**src/rtl/opll_bus_pkg.sv**
```systemverilog
// opll_bus_pkg: shared FSM states, YM2413 write-timing constants and the
// buffered (addr, data) pair type for the OPLL CPU-bus write sequencer.
package opll_bus_pkg;

    localparam int OPLL_ADDR_WAIT_CLK = 12;
    localparam int OPLL_DATA_WAIT_CLK = 84;
    localparam int OPLL_WR_PULSE_CLK  = 4;

    typedef enum logic [2:0] {
        ST_IDLE,
        ST_ADDR_STB,
        ST_ADDR_WAIT,
        ST_DATA_STB,
        ST_DATA_WAIT
    } opll_state_e;

    typedef struct packed {
        logic [7:0] addr;
        logic [7:0] data;
    } opll_pair_t;

    function automatic int max3(input int a, input int b, input int c);
        max3 = (a > b) ? ((a > c) ? a : c) : ((b > c) ? b : c);
    endfunction

endpackage

```
**src/rtl/opll_wr_fifo.sv**
```systemverilog
// opll_wr_fifo: 16-bit synchronous FIFO holding {addr, data} write pairs.
// Ports: clk, reset (sync, active high), push_i/wdata_i write side,
// pop_i/rdata_o read side (rdata_o shows the head entry), count_o occupancy,
// empty_o. Pushes while full and pops while empty are ignored.
module opll_wr_fifo #(
    parameter int DEPTH = 4
) (
    input  logic                     clk,
    input  logic                     reset,
    input  logic                     push_i,
    input  logic [15:0]              wdata_i,
    input  logic                     pop_i,
    output logic [15:0]              rdata_o,
    output logic [$clog2(DEPTH):0]   count_o,
    output logic                     empty_o
);

    localparam int AW = $clog2(DEPTH);
    localparam int CW = AW + 1;

    logic [15:0]   mem_q [DEPTH];
    logic [AW-1:0] wr_ptr_q;
    logic [AW-1:0] rd_ptr_q;
    logic [CW-1:0] count_q;
    logic          push_ok;
    logic          pop_ok;

    assign push_ok = push_i && (count_q < CW'(DEPTH));
    assign pop_ok  = pop_i && (count_q != '0);
    assign rdata_o = mem_q[rd_ptr_q];
    assign count_o = count_q;
    assign empty_o = (count_q == '0);

    always_ff @(posedge clk) begin
        if (reset) begin
            wr_ptr_q <= '0;
            rd_ptr_q <= '0;
            count_q  <= '0;
        end else begin
            if (push_ok) wr_ptr_q <= wr_ptr_q + AW'(1);
            if (pop_ok) rd_ptr_q <= rd_ptr_q + AW'(1);
            count_q <= count_q + CW'(push_ok) - CW'(pop_ok);
        end
    end

    // Storage needs no reset: only entries below count_q are ever read.
    always_ff @(posedge clk) begin
        if (push_ok) mem_q[wr_ptr_q] <= wdata_i;
    end

endmodule

```
**src/rtl/opll_write_sequencer.sv**
```systemverilog
// opll_write_sequencer: buffers (addr, data) register writes and replays them
// onto the YM2413 CPU bus with the chip's strobe width and post-write waits.
// Ports: clk (also OPLL XIN), reset (sync, active high);
// requester side i_valid/i_addr/i_data with o_ready handshake;
// status o_busy and o_fifo_count;
// OPLL bus pins o_CS_n, o_WR_n, o_A0 (0 = address, 1 = data), o_D, all registered.
module opll_write_sequencer
    import opll_bus_pkg::*;
#(
    parameter int FIFO_DEPTH = 4,
    parameter int WR_PULSE   = OPLL_WR_PULSE_CLK,
    parameter int ADDR_WAIT  = OPLL_ADDR_WAIT_CLK,
    parameter int DATA_WAIT  = OPLL_DATA_WAIT_CLK
) (
    input  logic                          clk,
    input  logic                          reset,
    input  logic                          i_valid,
    input  logic [7:0]                    i_addr,
    input  logic [7:0]                    i_data,
    output logic                          o_ready,
    output logic                          o_busy,
    output logic [$clog2(FIFO_DEPTH):0]   o_fifo_count,
    output logic                          o_CS_n,
    output logic                          o_WR_n,
    output logic                          o_A0,
    output logic [7:0]                    o_D
);

    localparam int FW = $clog2(FIFO_DEPTH) + 1;
    localparam int CW = $clog2(max3(WR_PULSE, ADDR_WAIT, DATA_WAIT) + 1);

    opll_state_e   state_q, state_d;
    logic [CW-1:0] cnt_q, cnt_d;
    logic          stb_n_q, stb_n_d;
    logic          a0_q, a0_d;
    logic [7:0]    bus_q, bus_d;
    logic [7:0]    data_q, data_d;
    logic          push;
    logic          start;
    logic          empty;
    logic [15:0]   head;
    opll_pair_t    head_pair;
    logic [FW-1:0] count;

    assign o_ready      = !reset && (count < FW'(FIFO_DEPTH));
    assign push         = i_valid && o_ready;
    assign head_pair    = head;
    assign o_busy       = (state_q != ST_IDLE) || (count != '0);
    assign o_fifo_count = count;
    assign o_CS_n       = stb_n_q;
    assign o_WR_n       = stb_n_q;
    assign o_A0         = a0_q;
    assign o_D          = bus_q;

    // A new pair starts from IDLE, or straight out of the last DATA_WAIT cycle
    // so queued writes run back to back with no IDLE gap.
    assign start = !empty && ((state_q == ST_IDLE) ||
                              (state_q == ST_DATA_WAIT && cnt_q == '0));

    opll_wr_fifo #(.DEPTH(FIFO_DEPTH)) u_fifo (
        .clk     (clk),
        .reset   (reset),
        .push_i  (push),
        .wdata_i ({i_addr, i_data}),
        .pop_i   (start),
        .rdata_o (head),
        .count_o (count),
        .empty_o (empty)
    );

    always_ff @(posedge clk) begin
        if (reset) begin
            state_q <= ST_IDLE;
            cnt_q   <= '0;
            stb_n_q <= 1'b1;
            a0_q    <= 1'b0;
            bus_q   <= '0;
            data_q  <= '0;
        end else begin
            state_q <= state_d;
            cnt_q   <= cnt_d;
            stb_n_q <= stb_n_d;
            a0_q    <= a0_d;
            bus_q   <= bus_d;
            data_q  <= data_d;
        end
    end

    // cnt_q holds the remaining cycles of the current phase minus one; a
    // phase ends on the cycle it reads zero, and loads count from N-1.
    always_comb begin
        state_d = state_q;
        cnt_d   = (cnt_q == '0) ? cnt_q : cnt_q - CW'(1);
        stb_n_d = stb_n_q;
        a0_d    = a0_q;
        bus_d   = bus_q;
        data_d  = data_q;
        case (state_q)
            ST_ADDR_STB: if (cnt_q == '0) begin
                stb_n_d = 1'b1;
                state_d = ST_ADDR_WAIT;
                cnt_d   = CW'(ADDR_WAIT - 1);
            end
            ST_ADDR_WAIT: if (cnt_q == '0) begin
                stb_n_d = 1'b0;
                a0_d    = 1'b1;
                bus_d   = data_q;
                state_d = ST_DATA_STB;
                cnt_d   = CW'(WR_PULSE - 1);
            end
            ST_DATA_STB: if (cnt_q == '0) begin
                stb_n_d = 1'b1;
                state_d = ST_DATA_WAIT;
                cnt_d   = CW'(DATA_WAIT - 1);
            end
            ST_DATA_WAIT: if (cnt_q == '0) state_d = ST_IDLE;
            ST_IDLE: state_d = ST_IDLE;
            default: state_d = ST_IDLE;
        endcase
        if (start) begin
            stb_n_d = 1'b0;
            a0_d    = 1'b0;
            bus_d   = head_pair.addr;
            data_d  = head_pair.data;
            state_d = ST_ADDR_STB;
            cnt_d   = CW'(WR_PULSE - 1);
        end
    end

endmodule

```
**config.mk**
```make
export PLATFORM = sky130hd
export DESIGN_NAME = opll_write_sequencer
export DESIGN_NICKNAME = d
export VERILOG_FILES = /design/src/rtl/opll_bus_pkg.sv /design/src/rtl/opll_wr_fifo.sv /design/src/rtl/opll_write_sequencer.sv
export SDC_FILE = /design/constraint.sdc
export NUM_CORES = 1
export LEC_CHECK = 0
export CAP_MARGIN = 25
export CORE_ASPECT_RATIO = 0.7
export CORE_MARGIN = 4
export CORE_UTILIZATION = 25
export DETAILED_ROUTE_END_ITERATION = 10
export PLACE_DENSITY = 0.42
export RECOVER_POWER = 100
export SLEW_MARGIN = 20
export SYNTH_ARGS = -nofsm -noshare
export SYNTH_HDL_FRONTEND = slang
export SYNTH_SLANG_ARGS = --single-unit
```
**constraint.sdc**
```tcl
create_clock -name clk -period 4.6 [get_ports clk]
set_clock_uncertainty 0.2 [all_clocks]
set_input_delay 0.69 -clock clk [delete_from_list [all_inputs] [get_ports clk]]
set_output_delay 0.69 -clock clk [all_outputs]
set_load 0.02 [all_outputs]
```
==> Word level (Yosys, flattened, before mapping) <==
Memory sizes are Yosys's and may differ from the RTL's. A register that Yosys moved wholly into a read port is not among the register bits.
Index checks and enable logic that the tools add are counted.
Widths: inputs -> output; s select.
{ "word_totals": {"register_bits": 35, "latch_bits": 0, "ramBits": 64, "mem_bits_ro": 0, "inputBits": 19, "output_inout_bits": 16, "word_cells": 79, "mem_count": 1} }
{ "mem_list": {"columns": ["name", "depth", "word_bits", "rd", "rd_clocked_by_memory_dff", "wr", "line", "source"], "rows": [
  ["u_fifo.mem_q", 4, 16, 1, 1, 1, "opll_wr_fifo.sv:21", "logic [15:0] mem_q [DEPTH];"]
]} }
{ "classes": {"addsub": 5, "mul": 0, "div": 0, "order_cmp": 1, "n_eq_ne": 13, "shift": 0, "n_mux": 23, "bitwise": 0, "n_reduce_logical": 25} }
{ "op_table": {"columns": ["operator", "n"], "rows": [
  ["$mux 7", 4],
  ["$mux 8", 3],
  ["$pmux 7 s3", 1],
  ["$mux 3", 4],
  ["$pmux 3 s4", 1],
  ["$ne 3x2->1 const B", 3],
  ["$reduce_bool 3->1", 3],
  ["$reduce_and 4->1", 2],
  ["$logic_not 7->1", 1],
  ["$sub 7x1->7 const B", 1],
  ["$eq 3x2->1 const B", 2],
  ["$logic_and 1x1->1", 6],
  ["$logic_not 3->1", 2],
  ["$mux 1", 6],
  ["$mux 2", 3],
  ["$ne 2x2->1 const B", 3],
  ["$ne 3x1->1 const B", 2],
  ["$add 2x1->2 const B", 2],
  ["$reduce_and 2->1", 2],
  ["$reduce_bool 2->1", 2],
  ["$reduce_or 2->1", 2],
  ["$add 3x1->3", 1],
  ["$eq 3x1->1 const B", 1],
  ["$eq 3x3->1 const B", 1],
  ["7 further kinds", 9]
]} }

==> Depth between registers and ports, before layout <==
Gate-level depths: netlist of the first run.
{ "logic_depth": {"ltp_word": 7, "mapped_depth": 12, "ltp_nobuf": 12} }

==> Hierarchy <==
A second synthesis of the first run with hierarchy kept.
{ "unflattened": {"cells_unflattened": 289, "area_unflattened_um2": 4146.5} }
{ "modules_own_cells": {"columns": ["mod", "n_inst", "cells_each", "area_per_inst_um2", "seq_area_each_um2"], "rows": [
  ["opll_wr_fifo", 1, 131, 2791.4, 2102.0],
  ["opll_write_sequencer", 1, 158, 1355.0, 560.5]
]} }

==> Worst setup path before layout of the first run <==
Ideal clock, no wire load.
{ "synth_timing": {"path_kind": "register -> register", "from": "reg cnt_q[0]", "to": "reg u_fifo.count_q[1], in the netlist u_fifo.count_o[1]", "setup_time_ps": 114, "arrival_ps": 2414, "required_ps": 4286, "slack_ps": 1872, "path_stages_with_launch": 12, "n_path_buf": 0, "period_less_slack_ps": 2728, "cell_sequence": "dfxtp_1 inv_1 ha_1 or3b_4 o21ai_2 nand2_1 clkinv_1 ha_1 inv_1 ha_1 fa_1 nor2b_1"} }
{ "synth_via": {"elab_chain_len": 6} }
{ "synth_rtl": {"columns": ["element", "line", "source"], "rows": [
  ["start: declaration", "opll_write_sequencer.sv:33", "logic [CW-1:0] cnt_q, cnt_d;"],
  ["start signal: assignment", "opll_write_sequencer.sv:81", "cnt_q <= cnt_d;"],
  ["$logic_not 7->1", "opll_write_sequencer.sv:58", "(state_q == ST_DATA_WAIT && cnt_q == '0));"],
  ["$logic_and 1x1->1", "opll_write_sequencer.sv:58", null],
  ["$logic_or 1x1->1", "opll_write_sequencer.sv:57", "assign start = !empty && ((state_q == ST_IDLE) ||"],
  ["$logic_and 1x1->1", "opll_write_sequencer.sv:57", null],
  ["named net start", "opll_write_sequencer.sv:39", "logic start;"],
  ["$logic_and 1x1->1", "opll_wr_fifo.sv:29", "assign pop_ok = pop_i && (count_q != '0);"],
  ["$sub 3x1->3", "opll_wr_fifo.sv:42", "count_q <= count_q + CW'(push_ok) - CW'(pop_ok);"],
  ["end signal: assignment", "opll_wr_fifo.sv:42", null],
  ["end: declaration", "opll_wr_fifo.sv:24", "logic [CW-1:0] count_q;"]
]} }
The timed path passes the listed nets, and every way through them passes these cells.
A chain may end at the register's enable or synchronous reset.

==> Worst setup path after layout of the first run <==
{ "layout_timing": {"from": "reg u_fifo.count_q[1], in the netlist u_fifo.count_o[1]", "to": "reg u_fifo.count_q[1], in the netlist u_fifo.count_o[1]"} }
{ "layout_via": {"elab_cells_between_ends": 11, "cone_classes": "add/sub (2); order compare (1); reduce/logical (8)"} }
{ "layout_rtl": {"columns": ["element", "line", "source"], "rows": [
  ["$logic_not 3->1", "opll_wr_fifo.sv:32", "assign empty_o = (count_q == '0);"],
  ["$logic_not 1->1", "opll_write_sequencer.sv:57", null],
  ["$logic_and 1x1->1", "opll_write_sequencer.sv:57", null],
  ["named net start", "opll_write_sequencer.sv:39", null],
  ["$logic_and 1x1->1", "opll_wr_fifo.sv:29", null],
  ["$sub 3x1->3", "opll_wr_fifo.sv:42", null]
]} }
The timed path passes the listed nets, and every way through them passes these cells.

==> results of run 1 <==
[worst register-to-register path: cells and delay by family, from the launching register on]
family                     cells  cell delay [ps]
and+or+nand+nor                4             1830
adders and majority gates      3              830
buffers and inverters          2              420
DFF                            1              390
[worst max-delay path by stage]
stage | cells after the start | slack (ps) | endpoint | from
final | 9 | 830 | u_fifo.count_o[1] | u_fifo.count_o[1]
after global routing | 9 | 540 | u_fifo.count_o[1] | u_fifo.count_o[1]
after CTS | 11 | 1070 | u_fifo.count_o[1] | cnt_q[0]
after detailed placement | 11 | 1080 | u_fifo.count_o[1] | cnt_q[0]
after global placement | 11 | 1240 | u_fifo.count_o[1] | cnt_q[0]
after floorplan | 11 | 1870 | u_fifo.count_o[1] | cnt_q[0]
[metrics by stage]
stage,area [um2],hold WS [ps]
2_1_floorplan,4090,253
3_3_place_gp,4640,264
3_5_place_dp,4640,270
4_1_cts,4950,283
5_1_grt,4930,321
6_report,4930,282
[state kept, by name, summed over array words and instances (netlist names), named ones only]
signal,flops
u_fifo.rd_ptr_q,2
u_fifo.mem_q,64
cnt_q,7
u_fifo.count_o,3
o_A0,1
o_CS_n,1
u_fifo.wr_ptr_q,2
o_D,8
data_q,8
state_q,3
[metal layers]
layer | part of all wire | wire length [um] | global-route usage | vias to the layer above
li1 | - | - | - | 1120
met1 | 0.52 | 4540 | 0.146 | 1165
met2 | 0.42 | 3670 | 0.138 | 51
met3 | 0.055 | 488 | 0.0348 | 10
met4 | 0.012 | 109 | 0.0239 | 0
met5 | 0 | 0 | 0 | -
[layout make-up]
class / count / area [um2]
Inverter: 13 / 48.8
Clock inverter: 5 / 83.8
Tap cell: 220 / 275
Clock buffer: 11 / 233
Multi-Input combinational cell: 148 / 1260
Timing Repair Buffer: 37 / 359
Fill cell: 1611 / 10900
Sequential cell: 101 / 2660
[report_power, final]
group          internal, mW  switching, mW  leakage [nW]
Combinational         0.408          0.534         0.650
Sequential             1.11          0.132         0.884
Clock                 0.479          0.328         0.146
Total                  2.00          0.994          1.68
[Yosys cell counts (3+ instances only)]
master	n
and3_1	4
mux4_2	16
edfxtp_1	64
nor2_1	7
xnor2_1	6
a21oi_1	23
inv_1	10
nor3_1	6
buf_2	5
buf_4	4
dfxtp_1	37
nand3_1	11
o21ai_0	12
mux2i_1	9
nand2_1	3
o31ai_1	10
clkbuf_1	6
ha_1	8
[kinds of logic (layout without fill, tap and decap cells)]
logic type                 after synthesis  count (layout)  synth area share
DFF                                    101             101             0.651
AOI/OAI and AO/OA                       53              53            0.0786
and+or+nand+nor                         53              53            0.0795
buffers and inverters                   30              66            0.0346
muxes                                   25              25             0.110
adders and majority gates                9               9            0.0294
xor gates and xnor gates                 8               8            0.0171
==> impl_metrics.ini, run 1 <==
[synth]
synth_cell_types = 49
synth_top_area_cell = edfxtp_1
synth-edff-count = 64
yosys_register_bits = 101
syn-num-nets = 307
syn_inst = 279
synth-async-reset-ratio = 0
synthTopCellsByArea = edfxtp_1 47%, dfxtp_1 18%, mux4_2 8.8%
synth-main-ff-cell = edfxtp_1
ys_warn_count = 0
netlist.area_leader.share = 0.470
syn_area_um2 = 4090
post_synth.cell_area_avg_um2 = 14.7
ys_seq_area_frac = 0.651

[clock_network]
cts_tree = done
cts.sinks = 101
clockBufferDepth = 2
clkTransAtPathRegs_ps = 70
ctsHoldBuffers = 0
cts-root-buf = clkbuf_16
clk-insertion-delay-late_ps = 340
cts_inserted_buffers = 9
post-cts-setup-buffer-count = 0
htree_levels = 3
cts_resized = 0

[min_path]
whs_path_depth = 2
min_delay_worst_endpoint = data_q[0]
min_path_type = flip-flop to flip-flop
min_from = data_q[0]

[critical_path]
rr_worst_depth = 9
crit_slowest_cell = nor3_1
reg2reg_slack_ps = 830
timing.rr.start = u_fifo.count_o[1]
path_cells = nor3_1 > nor3_1 > nand2_1 > clkinv_1 > ha_1 > inv_1 > ha_1 > fa_1 > nor2b_1
worstReg2RegEnd = u_fifo.count_o[1]
crit_family = simple AND/OR/NAND/NOR gates
critical_path_class = flip-flop to flip-flop
worstPathRequired_ps = 4620
crit_fanout = 11
crit_arrival_ps = 3800
end_kind = flip-flop
critPathLaunchType = flip-flop
crit_buf_inv = 2
slowest_delay_ps = 950

[floorplanning]
start_util = 0.259
die_w_um = 161
die-area_um2 = 18500
num_rows = 38
io_pins = 35
die_y_um = 115
coreArea_um2 = 15800

[sta]
rsz0062_at_grt = false
period_minus_slack_ps = 3770
worstMarginPinSlew_ps = 1230
fin_crit_sh = 0.820
drv_slew = 0
slew_headroom = 0.171
fmax_mhz = 265
fin_ws_ps = 826
final_hold_viol_count = 0
setup_viol = 0
fin_setup_tns_ps = 0

[finish]
fin_nets = 338
area_growth_pct = 20.4
layout_common_cells = 64 x edfxtp_1, 37 x dfxtp_1, 32 x dlygate4sd3_1, 23 x a21oi_1, 16 x mux4_2
layout_commonest_cell = edfxtp_1
final_core_util = 0.312
instances_no_fill = 535
drive_above_1_share = 0.117
diodes = 0

[placement]
pre_cts_ws_ps = 1080
place.gp.congestion = 0.746
port_buffers = 34
dpl.hpwl_mm = 5.91
dpl.cell_count = 519

[routing]
routed_via_density = 4.39
drtIter0Drc = 122
routed_wirelength_mm = 8.81
final_antenna_net_count = 0
vias = 2346
dr.pass1.iters = 4
wire_per_inst_um = 16.5
drc = 0

[pwr]
p_per_area_nw_per_um2 = 607
power_mw = 2.99
leakagePower_nw = 1.68
ir_worst_vdd_mv = 0.226

[grt]
gr-usage-all-layers = 0.0987
grt_pass1_vias = 2393
gr-total-overflow = 0
antenna_found_initial = 0
grt_max_degree = 28
grt_first_pass_wirelength_mm = 13.9

[run_status]
run_status = completed

[flow_run]
drv_cap = 0
Power figures use the tool's default switching activity.
==> run 2, diff against run 1 <==
==> constraint.sdc (replaced) <==
create_clock -name clk -period 3.5 [get_ports clk]
set_clock_uncertainty 0.2 [all_clocks]
set_input_delay 0.525 -clock clk [delete_from_list [all_inputs] [get_ports clk]]
set_output_delay 0.525 -clock clk [all_outputs]
set_load 0.02 [all_outputs]
==> run 2 against run 1 <==
  * Register-to-register slack lost 240 ps
  * Combinational power grew 34%
  * Sequential share of layout area shrank 0.37 points
  * Via count grew 0.81%
  * Die area is the same
  * Critical path depth shrank 2
  * Fmax grew 30%
  * Setup slack lost 240 ps
  * Total power grew 31%
  * Clock power grew 28%
  * Non-clock buffer count grew 8
  * Critical path type unchanged
  * Largest cell class unchanged
  * Largest power group unchanged
==> impl_metrics.ini, run 2 (synthesis results as in run 1) <==
[pwr]
ir_worst_vdd_mv = 0.245
p_sw_mw = 1.32
swShare = 0.339
p_per_area_nw_per_um2 = 787
clkPwrFrac = 0.263
power_frac_seq = 0.415
combPwrFrac = 0.322
intPower_mw = 2.58
leakagePower_nw = 1.71

[grt]
grt_pass1_vias = 2344
gr-usage-all-layers = 0.0986
grt_first_pass_wirelength_mm = 13.8
gr-total-overflow = 0
grt_max_degree = 28
antenna_found_initial = 0

[routing]
drc = 0
routed_via_density = 4.36
drtIter0Drc = 128
routed_wirelength_mm = 8.77
dr.pass1.iters = 4
vias = 2365
wire_per_inst_um = 16.2
final_antenna_net_count = 0

[finish]
largest_reg_flops = 64
final_cell_area_um2 = 4960
instances_no_fill = 543
drive_above_1_share = 0.130
area_growth_pct = 21.3
layout_common_cells = 64 x edfxtp_1, 37 x dfxtp_1, 32 x dlygate4sd3_1, 23 x a21oi_1, 16 x mux4_2
fin_nets = 346
diodes = 0
layout_commonest_cell = edfxtp_1
registers.top_by_ff_count = u_fifo.mem_q

[clock_network]
cts_resized = 0
clockBufferDepth = 2
htree_levels = 3
post-cts-setup-buffer-count = 0
clkTransAtPathRegs_ps = 70
clk-insertion-delay-late_ps = 340
cts-root-buf = clkbuf_16
cts_tree = done
cts.sinks = 101
cts_inserted_buffers = 9
ctsHoldBuffers = 0

[floorplanning]
die_w_um = 161
num_rows = 38
start_util = 0.259
die-area_um2 = 18500
coreArea_um2 = 15800
die_y_um = 115
io_pins = 35

[sta]
drv_slew = 0
setup_viol = 0
fmax_mhz = 343
fin_crit_sh = 0.833
rsz0062_at_grt = false
fin_setup_tns_ps = 0
worstMarginPinSlew_ps = 1160
final_hold_viol_count = 0
period_minus_slack_ps = 2910
slew_headroom = 0.224

[critical_path]
crit_fanout = 21
worstPathRequired_ps = 3550
crit_arrival_ps = 2970
critPathLaunchType = flip-flop
critical_path_class = flip-flop to flip-flop
timing.rr.start = cnt_q[1]
rr_worst_depth = 7
reg2reg_slack_ps = 590
end_kind = flip-flop
startpoint = cnt_q[1]

[min_path]
min_path_type = flip-flop to flip-flop
whs_path_depth = 2

[placement]
dpl_cell_area_um2 = 4700
port_buffers = 34
dpl.hpwl_mm = 5.90
place.gp.congestion = 0.738
dpl.cell_count = 527

[flow_run]
drv_cap = 0

[run_status]
run_status = completed
## run 2: changes by cell type in the layout (fill, tap and decap cells not counted), sizes merged
cell      change
clkinvlp      -2
clkbuf        +2
inv           +3
buf           +4
bufinv        -1
clkinv        +2
## run 2: power groups by stage
stage | Clock (mW) | Combinational (mW) | Sequential, mW
6_report | 1.03 | 1.26 | 1.62
3_3_place_gp | 0 | 1.34 | 1.65
5_1_grt | 1.11 | 1.40 | 1.65
3_5_place_dp | 0 | 1.33 | 1.66
4_1_cts | 1.06 | 1.34 | 1.63
2_1_floorplan | 0 | 0.936 | 1.62
## run 2: how the worst min path moves through the flow
stage	endpoint	slack [ps]	start
2_1_floorplan	data_q[0]	250	data_q[0]
3_3_place_gp	data_q[6]	260	data_q[6]
3_5_place_dp	data_q[2]	270	data_q[2]
4_1_cts	data_q[2]	280	data_q[2]
5_1_grt	data_q[6]	310	data_q[6]
6_report	data_q[2]	280	data_q[2]
## run 2: area by class of cell
class | count | area, um2
sequential | 101 | 2660
inverter | 13 | 48.8
fill | 1616 | 10800
tap | 220 | 275
clock inverter | 7 | 81.3
clock buffer | 9 | 225
multi-input combinational | 148 | 1260
timing repair buffer | 45 | 404
## run 2: worst max-delay path, cell delays in order (launching register included)
cell and delay, ps:
dfxtp_1 320, inv_1 70, ha_1 190, nor3b_1 640, a21boi_0 170, clkbuf_1 410, or4_1 590, a21oi_1 220
## run 2: layer usage
layer	part of all wire	GRT usage
met5	0	0
met4	0.0086	0.0256
met1	0.52	0.144
met3	0.055	0.0312
met2	0.42	0.142
## run 2: metrics by stage
step,worst slack (ps),power [mW],util,hold WS [ps]
global placement,748,2.99,0.298,262
detailed placement,736,2.99,0.298,268
floorplan,772,2.56,-,253
finish,586,3.90,0.314,275
global route,318,4.16,0.314,307
CTS,730,4.03,0.317,278
==> run 3, diff against run 2 <==
--- a/config.mk
+++ b/config.mk
@@ -10,7 +10,7 @@
 export CORE_MARGIN = 4
 export CORE_UTILIZATION = 25
 export DETAILED_ROUTE_END_ITERATION = 10
-export PLACE_DENSITY = 0.42
+export PLACE_DENSITY = 0.43
 export RECOVER_POWER = 100
 export SLEW_MARGIN = 20
 export SYNTH_ARGS = -nofsm -noshare
==> constraint.sdc (replaced) <==
create_clock -name clk -period 2.6 [get_ports clk]
set_clock_uncertainty 0.2 [all_clocks]
set_input_delay 0.39 -clock clk [delete_from_list [all_inputs] [get_ports clk]]
set_output_delay 0.39 -clock clk [all_outputs]
set_load 0.02 [all_outputs]
==> run 3 against run 2 <==
  * Hold slack better by 4.8 ps
  * Utilization up 1.2 points
  * Clock-buffer cell count up 2
  * Critical path type unchanged
==> impl_metrics.ini, run 3 (synthesis results as in run 1) <==
[sta]
setup_viol = 0
fin_setup_tns_ps = 0
slew_headroom = 0.553
drv_slew = 0
rsz0062_at_grt = false
fmax_mhz = 397
fin_crit_sh = 0.969
period_minus_slack_ps = 2520
worstMarginPinSlew_ps = 669
final_hold_viol_count = 0

[finish]
layout_commonest_cell = edfxtp_1
layout_common_cells = 64 x edfxtp_1, 35 x dfxtp_1, 23 x a21oi_1, 23 x dlygate4sd3_1
final_cell_area_um2 = 5150
drive_above_1_share = 0.209
largest_reg_flops = 64
fin_nets = 358
diodes = 0
registers.top_by_ff_count = u_fifo.mem_q
final_core_util = 0.327
area_growth_pct = 26.0

[floorplanning]
start_util = 0.259
coreArea_um2 = 15800
io_pins = 35
die_w_um = 161
die_y_um = 115
num_rows = 38
die-area_um2 = 18500

[routing]
final_antenna_net_count = 0
wire_per_inst_um = 15.8
drc = 0
routed_via_density = 4.35
vias = 2417
dr.pass1.iters = 4
drtIter0Drc = 115
routed_wirelength_mm = 8.76

[grt]
grt_pass1_vias = 2402
antenna_found_initial = 0
use_met2 = 0.139
gr-usage-all-layers = 0.0972
grt_first_pass_wirelength_mm = 13.6
gr-total-overflow = 0
grt_most_used_layer = met1
grtUsageMet3 = 0.0312
grt_max_degree = 28
use_met1 = 0.140

[clock_network]
htree_levels = 3
cts.sinks = 101
cts-root-buf = clkbuf_16
cts_tree = done
clockBufferDepth = 2
clkTransAtPathRegs_ps = 70
clk-insertion-delay-late_ps = 340
cts_inserted_buffers = 9

[critical_path]
critical_path_class = flip-flop to flip-flop
crit_fanout = 4
critPathLaunchType = flip-flop
reg2reg_slack_ps = 80
crit_arrival_ps = 2540
worstPathRequired_ps = 2620
end_kind = flip-flop

[pwr]
power_mw = 5.67
p_per_area_nw_per_um2 = 1100
ir_worst_vdd_mv = 0.335
leakagePower_nw = 1.78

[placement]
dpl_cell_area_um2 = 4770
port_buffers = 34
dpl.hpwl_mm = 5.89
place.gp.congestion = 0.758

[flow_run]
drv_cap = 0

[min_path]
min_path_type = flip-flop to flip-flop

[run_status]
run_status = completed
## run 3: cell types whose count changed in the layout (fill, tap and decap cells not counted), moves of 4 or more
cell / delta
buf_4: +10
clkbuf_2: +4
clkdlybuf4s50_1: +9
dlygate4sd3_1: -9
inv_1: -4
inv_2: +4
## run 3: power by group
part           internal, mW  switching (mW)  total, mW  leakage (nW)
sequential             1.96           0.175       2.14         0.885
combinational         0.930            1.09       2.02         0.732
clock                 0.945           0.565       1.51         0.160
total                  3.84            1.83       5.67          1.78
## run 3: metrics by stage
| stage | hold slack (ps) | std cells | worst slack (ps) |
|---|---|---|---|
| 6_report | 280 | 555 | 80.2 |
| 2_1_floorplan | 253 | 279 | 0.131 |
| 3_3_place_gp | 268 | 535 | 75.1 |
| 4_1_cts | 280 | 551 | 34.3 |
| 3_5_place_dp | 268 | 535 | 42.7 |
| 5_1_grt | 290 | 555 | 4.67 |
## run 3: timing repair
action / 4_1_cts / 5_1_grt
gates resized for setup: 0 / 12
buffers inserted: 0 / 4
setup endpoints to repair: 0 / 2
hold buffers: 0 / 0
## run 3: path summary, 6_finish.rpt
kind | cells past startpoint | from | to
hold / removal | 2 | data_q[5] | data_q[5]
setup / recovery | 11 | cnt_q[1] | u_fifo.count_o[1]
hold reg to reg | 2 | data_q[5] | data_q[5]
setup reg to reg | 11 | cnt_q[1] | u_fifo.count_o[1]
## run 3: layout make-up
class | count | area, um2
repair buffers | 57 | 492
fillers | 1586 | 10600
well taps | 220 | 275
multi-input cells | 148 | 1330
inverters | 13 | 51.3
flip-flops and latches | 101 | 2670
clock inverters | 5 | 106
clock buffers | 11 | 233
## run 3: worst max-delay path, cell delays in order (launching register included)
cell     delay [ps]
dfxtp_2         320
inv_2            70
ha_4            140
or3b_4          410
o21ai_4         170
nand2_2          80
inv_4            70
ha_4            190
inv_2            60
ha_4            120
fa_2            420
nor2b_1         140
## run 3: metal layers
layer,vias to the layer above,wire (um)
met5,-,0
met2,56,3770
met3,7,467
li1,1165,-
met4,0,87
met1,1189,4440
